===== src/rtl/mem_user_dumper_if.sv =====
// Bundles the memory user read port, the dump request inputs and the word output stream.
// The dumper connects through master; the debug/readout side and the memory connect through slave.
interface mem_user_dumper_if #(
  parameter int ADDR_W = 6,
  parameter int DATA_W = 16
);
  logic              start;
  logic              abort;
  logic [ADDR_W-1:0] start_adr;
  logic [ADDR_W-1:0] end_adr;
  logic [ADDR_W-1:0] User_in_check;
  logic [DATA_W-1:0] User_readData;
  logic [DATA_W-1:0] dump_data;
  logic [ADDR_W-1:0] dump_adr;
  logic              dump_valid;
  logic              dump_ready;
  logic              busy;
  logic              done;
  logic [DATA_W-1:0] checksum;

  modport master (
    input  start, abort, start_adr, end_adr, User_readData, dump_ready,
    output User_in_check, dump_data, dump_adr, dump_valid, busy, done, checksum
  );

  modport slave (
    output start, abort, start_adr, end_adr, User_readData, dump_ready,
    input  User_in_check, dump_data, dump_adr, dump_valid, busy, done, checksum
  );
endinterface


===== src/rtl/mem_user_dumper.sv =====
// Read-side master for the memory user inspection port: sweeps an even-aligned word range,
// presents each word on a valid/ready stream with its address and keeps a running checksum.
module mem_user_dumper #(
  parameter int ADDR_W    = 6,
  parameter int DATA_W    = 16,
  parameter int STEP      = 2,
  parameter int LAST_ADDR = 48
) (
  input logic                clk,
  input logic                reset,
  mem_user_dumper_if.master  bus
);

  typedef enum logic [1:0] {IDLE, ADDR, PRESENT, DONE} state_t;

  localparam logic [ADDR_W-1:0] LAST      = ADDR_W'(LAST_ADDR);
  localparam logic [ADDR_W-1:0] STEP_V    = ADDR_W'(STEP);
  localparam logic [ADDR_W-1:0] EVEN_MASK = {{(ADDR_W-1){1'b1}}, 1'b0};

  state_t            state;
  state_t            nextState;
  logic [ADDR_W-1:0] cur;
  logic [ADDR_W-1:0] endAdr;
  logic [ADDR_W-1:0] checkAdr;
  logic [ADDR_W-1:0] dumpAdr;
  logic [DATA_W-1:0] dumpData;
  logic [DATA_W-1:0] sum;

  logic [ADDR_W-1:0] startAligned;
  logic [ADDR_W-1:0] endAligned;
  logic [ADDR_W-1:0] endClamped;
  logic              startAccept;
  logic              handshake;
  logic              lastWord;
  logic              emptyRange;

  assign startAligned = bus.start_adr & EVEN_MASK;
  assign endAligned   = bus.end_adr & EVEN_MASK;
  assign endClamped   = (endAligned > LAST) ? LAST : endAligned;
  assign emptyRange   = startAligned > endClamped;

  // abort outranks both a fresh start and a pending handshake
  assign startAccept  = (state == IDLE) && bus.start && !bus.abort;
  assign handshake    = (state == PRESENT) && bus.dump_ready && !bus.abort;
  assign lastWord     = (cur == endAdr);

  // NOTE: nextState gets its default before the case so no path leaves it unassigned (no latch).
  always_comb begin
    nextState = state;
    unique case (state)
      IDLE:    if (bus.start && !bus.abort) nextState = emptyRange ? DONE : ADDR;
      ADDR:    nextState = PRESENT;
      PRESENT: if (bus.dump_ready) nextState = lastWord ? DONE : ADDR;
      DONE:    nextState = IDLE;
      default: nextState = IDLE;
    endcase
    if (bus.abort && state != IDLE) nextState = IDLE;
  end

  // NOTE: registers use non-blocking assignments so every flop samples pre-edge values.
  always_ff @(posedge clk or posedge reset) begin
    if (reset) state <= IDLE;
    else       state <= nextState;
  end

  always_ff @(posedge clk or posedge reset) begin
    if (reset) begin
      cur      <= '0;
      endAdr   <= '0;
      checkAdr <= '0;
      dumpAdr  <= '0;
      dumpData <= '0;
      sum      <= '0;
    end else begin
      if (startAccept) begin
        cur    <= startAligned;
        endAdr <= endClamped;
        sum    <= '0;
        // the port address only moves when a word will actually be read
        if (!emptyRange) checkAdr <= startAligned;
      end
      if (state == ADDR) begin
        dumpData <= bus.User_readData;
        dumpAdr  <= cur;
      end
      if (handshake) begin
        sum <= sum + dumpData;
        // equality is tested before stepping, so cur never runs past the clamped end
        if (!lastWord) begin
          cur      <= cur + STEP_V;
          checkAdr <= cur + STEP_V;
        end
      end
    end
  end

  assign bus.User_in_check = checkAdr;
  assign bus.dump_data     = dumpData;
  assign bus.dump_adr      = dumpAdr;
  assign bus.dump_valid    = (state == PRESENT);
  assign bus.busy          = (state != IDLE);
  assign bus.done          = (state == DONE);
  assign bus.checksum      = sum;

endmodule

===== src/flat_wrapper.sv =====
// flat-port wrapper written by rule: the top's interface ports become plain ports
module mem_user_dumper_flat 
#(
  parameter int ADDR_W    = 6,
  parameter int DATA_W    = 16,
  parameter int STEP      = 2,
  parameter int LAST_ADDR = 48
)
  (clk, reset, bus_start, bus_abort, bus_start_adr, bus_end_adr, bus_User_readData, bus_dump_ready, bus_User_in_check, bus_dump_data, bus_dump_adr, bus_dump_valid, bus_busy, bus_done, bus_checksum);
  mem_user_dumper_if #(.ADDR_W(ADDR_W), .DATA_W(DATA_W)) bus_i ();
  input logic clk;
  input logic reset;
  input wire logic [$bits(bus_i.start)-1:0] bus_start;
  input wire logic [$bits(bus_i.abort)-1:0] bus_abort;
  input wire logic [$bits(bus_i.start_adr)-1:0] bus_start_adr;
  input wire logic [$bits(bus_i.end_adr)-1:0] bus_end_adr;
  input wire logic [$bits(bus_i.User_readData)-1:0] bus_User_readData;
  input wire logic [$bits(bus_i.dump_ready)-1:0] bus_dump_ready;
  output wire logic [$bits(bus_i.User_in_check)-1:0] bus_User_in_check;
  output wire logic [$bits(bus_i.dump_data)-1:0] bus_dump_data;
  output wire logic [$bits(bus_i.dump_adr)-1:0] bus_dump_adr;
  output wire logic [$bits(bus_i.dump_valid)-1:0] bus_dump_valid;
  output wire logic [$bits(bus_i.busy)-1:0] bus_busy;
  output wire logic [$bits(bus_i.done)-1:0] bus_done;
  output wire logic [$bits(bus_i.checksum)-1:0] bus_checksum;
  assign bus_i.start = bus_start;
  assign bus_i.abort = bus_abort;
  assign bus_i.start_adr = bus_start_adr;
  assign bus_i.end_adr = bus_end_adr;
  assign bus_i.User_readData = bus_User_readData;
  assign bus_i.dump_ready = bus_dump_ready;
  assign bus_User_in_check = bus_i.User_in_check;
  assign bus_dump_data = bus_i.dump_data;
  assign bus_dump_adr = bus_i.dump_adr;
  assign bus_dump_valid = bus_i.dump_valid;
  assign bus_busy = bus_i.busy;
  assign bus_done = bus_i.done;
  assign bus_checksum = bus_i.checksum;
  mem_user_dumper #(.ADDR_W(ADDR_W), .DATA_W(DATA_W), .STEP(STEP), .LAST_ADDR(LAST_ADDR)) u_core (.clk(clk), .reset(reset), .bus(bus_i));
endmodule

===== config.mk =====
export PLATFORM = sky130hd
export DESIGN_NAME = mem_user_dumper_flat
export DESIGN_NICKNAME = d
export VERILOG_FILES = /design/src/rtl/mem_user_dumper_if.sv /design/src/rtl/mem_user_dumper.sv /design/src/flat_wrapper.sv
export SDC_FILE = /design/constraint.sdc
export NUM_CORES = 1
export LEC_CHECK = 0
export CELL_PAD_IN_SITES_DETAIL_PLACEMENT = 1
export CELL_PAD_IN_SITES_GLOBAL_PLACEMENT = 2
export CORE_MARGIN = 3
export CORE_UTILIZATION = 28
export CTS_CLUSTER_SIZE = 14
export DETAILED_ROUTE_END_ITERATION = 6
export HOLD_SLACK_MARGIN = 0.12
export PLACE_DENSITY = 0.81
export SLEW_MARGIN = 0
export SYNTH_ARGS = -nofsm -noshare
export SYNTH_HDL_FRONTEND = slang
export SYNTH_SLANG_ARGS = --single-unit

===== constraint.sdc =====
create_clock -name clk -period 2.3 [get_ports clk]
set_input_delay 0.69 -clock clk [delete_from_list [all_inputs] [get_ports clk]]
set_output_delay 0.69 -clock clk [all_outputs]
set_load 0.01 [all_outputs]

After elaboration in Yosys (flattened, before gate mapping)
Cells that the tools add are included.
W data, S select, Z words.
{"block": "word_totals", "inputBits": 33, "out_inout_bits": 47, "word_cells": 44, "ff_bits": 58}
{"block": "op_classes", "reduce_logical": 11, "n_eq_ne": 6, "mux": 16, "addsub": 2, "order_cmp": 2}
{"cell": "$mux W6", "count": 8}
{"cell": "$mux W16", "count": 2}
{"cell": "$add A16 B16 Y16", "count": 1}
{"cell": "$mux W2", "count": 5}
{"cell": "$pmux W2 S4", "count": 1}
{"cell": "$add A6 B2 Y6 const B", "count": 1}
{"cell": "$eq A6 B6 Y1", "count": 1}
{"cell": "$gt A6 B6 Y1", "count": 1}
{"cell": "$gt A6 B6 Y1 const B", "count": 1}
{"cell": "$logic_and A1 B1 Y1", "count": 6}
{"cell": "$eq A2 B2 Y1 const B", "count": 2}
{"cell": "$reduce_bool A2 Y1", "count": 2}
{"cell": "$ne A3 B2 Y1 const B", "count": 1}
{"cell": "$ne A3 B3 Y1 const B", "count": 1}
{"cell": "$eq A2 B1 Y1 const B", "count": 1}
{"cell": "$logic_not A2 Y1", "count": 1}
{"cell": "$reduce_and A2 Y1", "count": 1}
{"cell": "$logic_not A1 Y1", "count": 1}

Depth between registers and ports, before layout
{"block": "logic_depth", "depth_word": 7, "depth_mapped": 10, "depth_no_buf": 10}

Least setup slack after synthesis
OpenSTA, ideal clock, no wires.
{"block": "synth_path", "path_kind": "in2reg", "start": "in bus_end_adr[4]", "end": "reg u_core.checkAdr[0], in the netlist u_core.bus.User_in_check[0]", "slack_ns": -0.023, "setup_ns": 0.122, "t_arrival_ns": 2.202, "stages": 9, "cell_sequence": "nand2_1 nand2_1 ha_1 nor2b_1 o21ai_0 nand2b_1 a211oi_1 o21ai_2 a32o_1"}
{"block": "synth_via", "elab_chain_cells": 7}
{"item": "from (decl)", "line": "flat_wrapper.sv:16", "text": "input wire logic [$bits(bus_i.end_adr)-1:0] bus_end_adr;"}
{"item": "$gt A6 B6 Y1", "line": "mem_user_dumper.sv:39", "text": "assign endClamped = (endAligned > LAST) ? LAST : endAligned;"}
{"item": "$mux W6 (*)", "line": "mem_user_dumper.sv:39"}
{"item": "$gt A6 B6 Y1 (*)", "line": "mem_user_dumper.sv:40", "text": "assign emptyRange = startAligned > endClamped;"}
{"item": "$mux W6 (*)", "line": "mem_user_dumper.sv:80", "text": "if (!emptyRange) checkAdr <= startAligned;"}
{"item": "$mux W6 (*)", "line": "mem_user_dumper.sv:75", "text": "if (startAccept) begin"}
{"item": "$mux W6", "line": "mem_user_dumper.sv:89", "text": "if (!lastWord) begin"}
{"item": "$mux W6 (*)", "line": "mem_user_dumper.sv:86", "text": "if (handshake) begin"}
{"item": "to (signal assigned)", "line": "mem_user_dumper.sv:80"}
{"item": "to (signal assigned)", "line": "mem_user_dumper.sv:91", "text": "checkAdr <= cur + STEP_V;"}
{"item": "to (decl)", "line": "mem_user_dumper.sv:24", "text": "logic [ADDR_W-1:0] checkAdr;"}
Every way passes the cells marked *; elsewhere a longest branch is shown, timed or not.
A chain may end at the register's enable or synchronous reset.

Worst setup path after layout
{"block": "layout_path", "start": "reg u_core.state[0]", "end": "out bus_busy"}
{"block": "layout_via", "elab_chain_cells": 1}
{"item": "from (decl)", "line": "mem_user_dumper.sv:20", "text": "state_t state;"}
{"item": "from (signal assigned)", "line": "mem_user_dumper.sv:63", "text": "else state <= nextState;"}
{"item": "$reduce_bool A2 Y1", "line": "mem_user_dumper.sv:101", "text": "assign bus.busy = (state != IDLE);"}
{"item": "to (decl)", "line": "flat_wrapper.sv:23", "text": "output wire logic [$bits(bus_i.busy)-1:0] bus_busy;"}
No other way between the ends.

==> reports/qor.csv <==
metric,value,unit
status,finished clean,
drive_gt1_share,23.4,%
cts_tree,done,
hp-class,reg -> reg,
clock_sinks,57,
yosysSeqAreaShare,44.0,%
fin_crit,2230,ps
n_antenna_cell,0,
grt_max_degree,24,
cp_slowest_cell,clkdlybuf4s50_1,
yosysMostFrequentCell,dfrtp_1,
wire_per_inst,16.5,um
grt_pass1_wl,15400,um
cts_made_buffers,9,
grtUsageTotal,15.0,%
hold-worst-slack,486,ps
syn_area_per_cell,10.6,um^2
dieHeight,114,um
irDropWorstVdd,0.443,mV
cp.arrival,1540,ps
fillers,1259,
netSwitchingPower,0.00205,W
place_congestion,0.795,
end_kind,output port,
finish.net_count,473,
worst_setup_path_start_kind,flop,
power_frac_clock,23.7,%
relSlewSlack,69.9,%
crit_chain,or2_4 -> clkdlybuf4s50_1,
dieWidth,114,um
power_frac_seq,29.8,%
combPwrFrac,46.5,%
area_delta_synth_final,47.7,%
ios,80,
dp_hpwl,7020,um
die-area,0.0129,mm^2
clk_latency,330,ps
grt-ovfl-total,0,
critPathMaxStageDelay,480,ps
cap_violations,0,
rows,38,
synth-seq-cells,57,
synth_commonest_cells,"dfrtp_1, nand2_1, mux2_2, ha_1, o21ai_0",
yosysWarnings,0,
switching_share,35.2,%
drtIter0Drc,102,
ys_types,54,
setup_violations,0,
design_area,0.00479,mm^2
start_util,29.3,%
viasPerCell,4.87,
power.density,1220,mW/mm^2
synth_area_leaders,"dfrtp_1, ha_1, mux2_2, nand2_1, mux2i_1",
placed_area,0.00435,mm^2
finalCritPeriodShare,96.7,%
final.setup_skew,6.08,ps
synth-main-ff-cell,dfrtp_1,
drt_wl_total,9300,um
rsz0062_at_grt,yes,
grt_pass1_vias,2961,
syn_inst,307,
io_buffers,77,
path_buf_inv,1,
antenna_found_initial,0,
syn-num-nets,362,
finalHoldViolCount,0,
path_clk_slew,50,ps
synth-edff-count,0,
dpl.cell_count,541,
fp.coreArea,0.0111,mm^2
finalMaxSlewViolations,0,
synth.cell_area,0.00324,mm^2
leakage,2.19,nW
worst_slew_pin_slew,451,ps
layoutNonFillerInstCount,563,
h-tree-depth,3,
drt.antenna.violating_nets,0,
worstSetupPathType,reg -> out,
power.internal,0.00377,W
yosysTopAreaCell,dfrtp_1,
max_freq,0.449,GHz
power.total,0.00583,W
path_max_fanout,7,
clockRootBuffer,clkbuf_16,
synth_top_cell_area_share,44.0,%
required,1610,ps
num_vias,2741,
drt_pre_antenna_iters,4,
async_flop_share,100,%
drc,0,
cts_buffer_depth,2,
crit_family,buffers and inverters,
[sequential cells by signal (all words and copies together) (netlist names)]
register / cells
u_core.cur: 6
u_core.bus.checksum: 16
u_core.bus.dump_adr: 6
u_core.endAdr: 5
u_core.bus.User_in_check: 6
u_core.bus.dump_data: 16
u_core.state: 2
[routing by layer]
metal / up-vias / part of all wire [%] / GRT usage, %
li1: 1323 / - / -
met1: 1368 / 46 / 19.7
met2: 44 / 50 / 25.3
met3: 6 / 3.3 / 3.13
met4: 0 / 0.92 / 3.85
met5: - / 0 / 0
[power by group through the flow]
stage               Combinational, W  Clock [W]  Sequential (W)
global placement             0.00259          0         0.00173
finish                       0.00271    0.00138         0.00173
floorplan                    0.00144          0         0.00180
CTS                          0.00271    0.00141         0.00174
detailed placement           0.00266          0         0.00175
global route                 0.00300    0.00147         0.00180
[worst reg2reg max path, delay by kind of cell, from the launching register on]
kind                       cells  cell delay (ps)
AOI/OAI and AO/OA              6              950
adders and majority gates      2              540
xor gates and xnor gates       1              180
DFF                            1              380
[logic make-up (layout without fill, tap and decap cells)]
kind of cell | Yosys count | after routing | share of synthesized area, %
simple gates | 89 | 89 | 13.8
compound gates | 71 | 71 | 14.1
flops | 57 | 57 | 44.0
mux | 32 | 32 | 10.7
fa+ha+maj | 22 | 22 | 8.72
xor+xnor | 19 | 19 | 5.13
buf+inv | 17 | 133 | 3.55
[timing repair]
action / in CTS / in global routing
gates resized for setup: 12 / 19
hold buffers: 0 / 0
pin swaps: 9 / 13
setup buffers: 2 / 4
endpoints found under the setup margin: 8 / 9
[metrics by stage]
stage	setup WS [ps]	TNS, ps	utilization [%]
6_report	74.8	0	43.2
5_1_grt	-8.51	-8.94	43.2
4_1_cts	18.7	0	42.3
3_5_place_dp	-630	-4070	39.2
3_3_place_gp	-516	-3350	39.2
2_1_floorplan	50.9	0	-
[cell usage in the layout (no fill, tap or decap), types with 9 or more instances in the layout]
cell type | synthesis | routed
buf_4 | 1 | 30
nand2_1 | 31 | 28
clkbuf_16 | 0 | 9
xnor2_1 | 9 | 9
o21ai_0 | 20 | 18
mux2_2 | 22 | 22
mux2i_1 | 10 | 10
o21ai_1 | 7 | 9
xor2_1 | 10 | 10
nor2_1 | 14 | 14
dfrtp_1 | 57 | 57
clkdlybuf4s50_1 | 0 | 69
a21oi_1 | 13 | 13
nand3_1 | 15 | 15
ha_1 | 21 | 16
[final timing paths]
path | slack [ps] | cells after the start | endpoint | start
setup / recovery | 70 | 2 | bus_busy | u_core.state[0]$_DFFE_PP0P_
hold / removal | 490 | 2 | u_core.bus.dump_adr[3]$_DFFE_PP0N_ | u_core.bus.dump_adr[3]$_DFFE_PP0N_
setup reg to reg | 130 | 9 | u_core.bus.checksum[12]$_DFFE_PP0P_ | u_core.bus.checksum[0]$_DFFE_PP0P_
hold reg to reg | 490 | 2 | u_core.bus.dump_adr[3]$_DFFE_PP0N_ | u_core.bus.dump_adr[3]$_DFFE_PP0N_
max in group asynchronous | 1130 | 3 | u_core.state[0]$_DFFE_PP0P_ | reset
min in group asynchronous | 700 | 2 | u_core.bus.dump_data[0]$_DFFE_PP0N_ | reset
[area by class of cell]
| cell class | count | area [um^2] | area share, % |
|---|---|---|---|
| Clock buffer | 14 | 274 | 5.72 |
| Timing Repair Buffer | 110 | 1050 | 22.0 |
| Inverter | 7 | 26.3 | 0.548 |
| Multi-Input combinational cell | 233 | 1800 | 37.6 |
| Clock inverter | 2 | 35.0 | 0.731 |
| Tap cell | 140 | 175 | 3.66 |
| Sequential cell | 57 | 1430 | 29.8 |
Note: power is estimated with default switching activity, not from simulation.
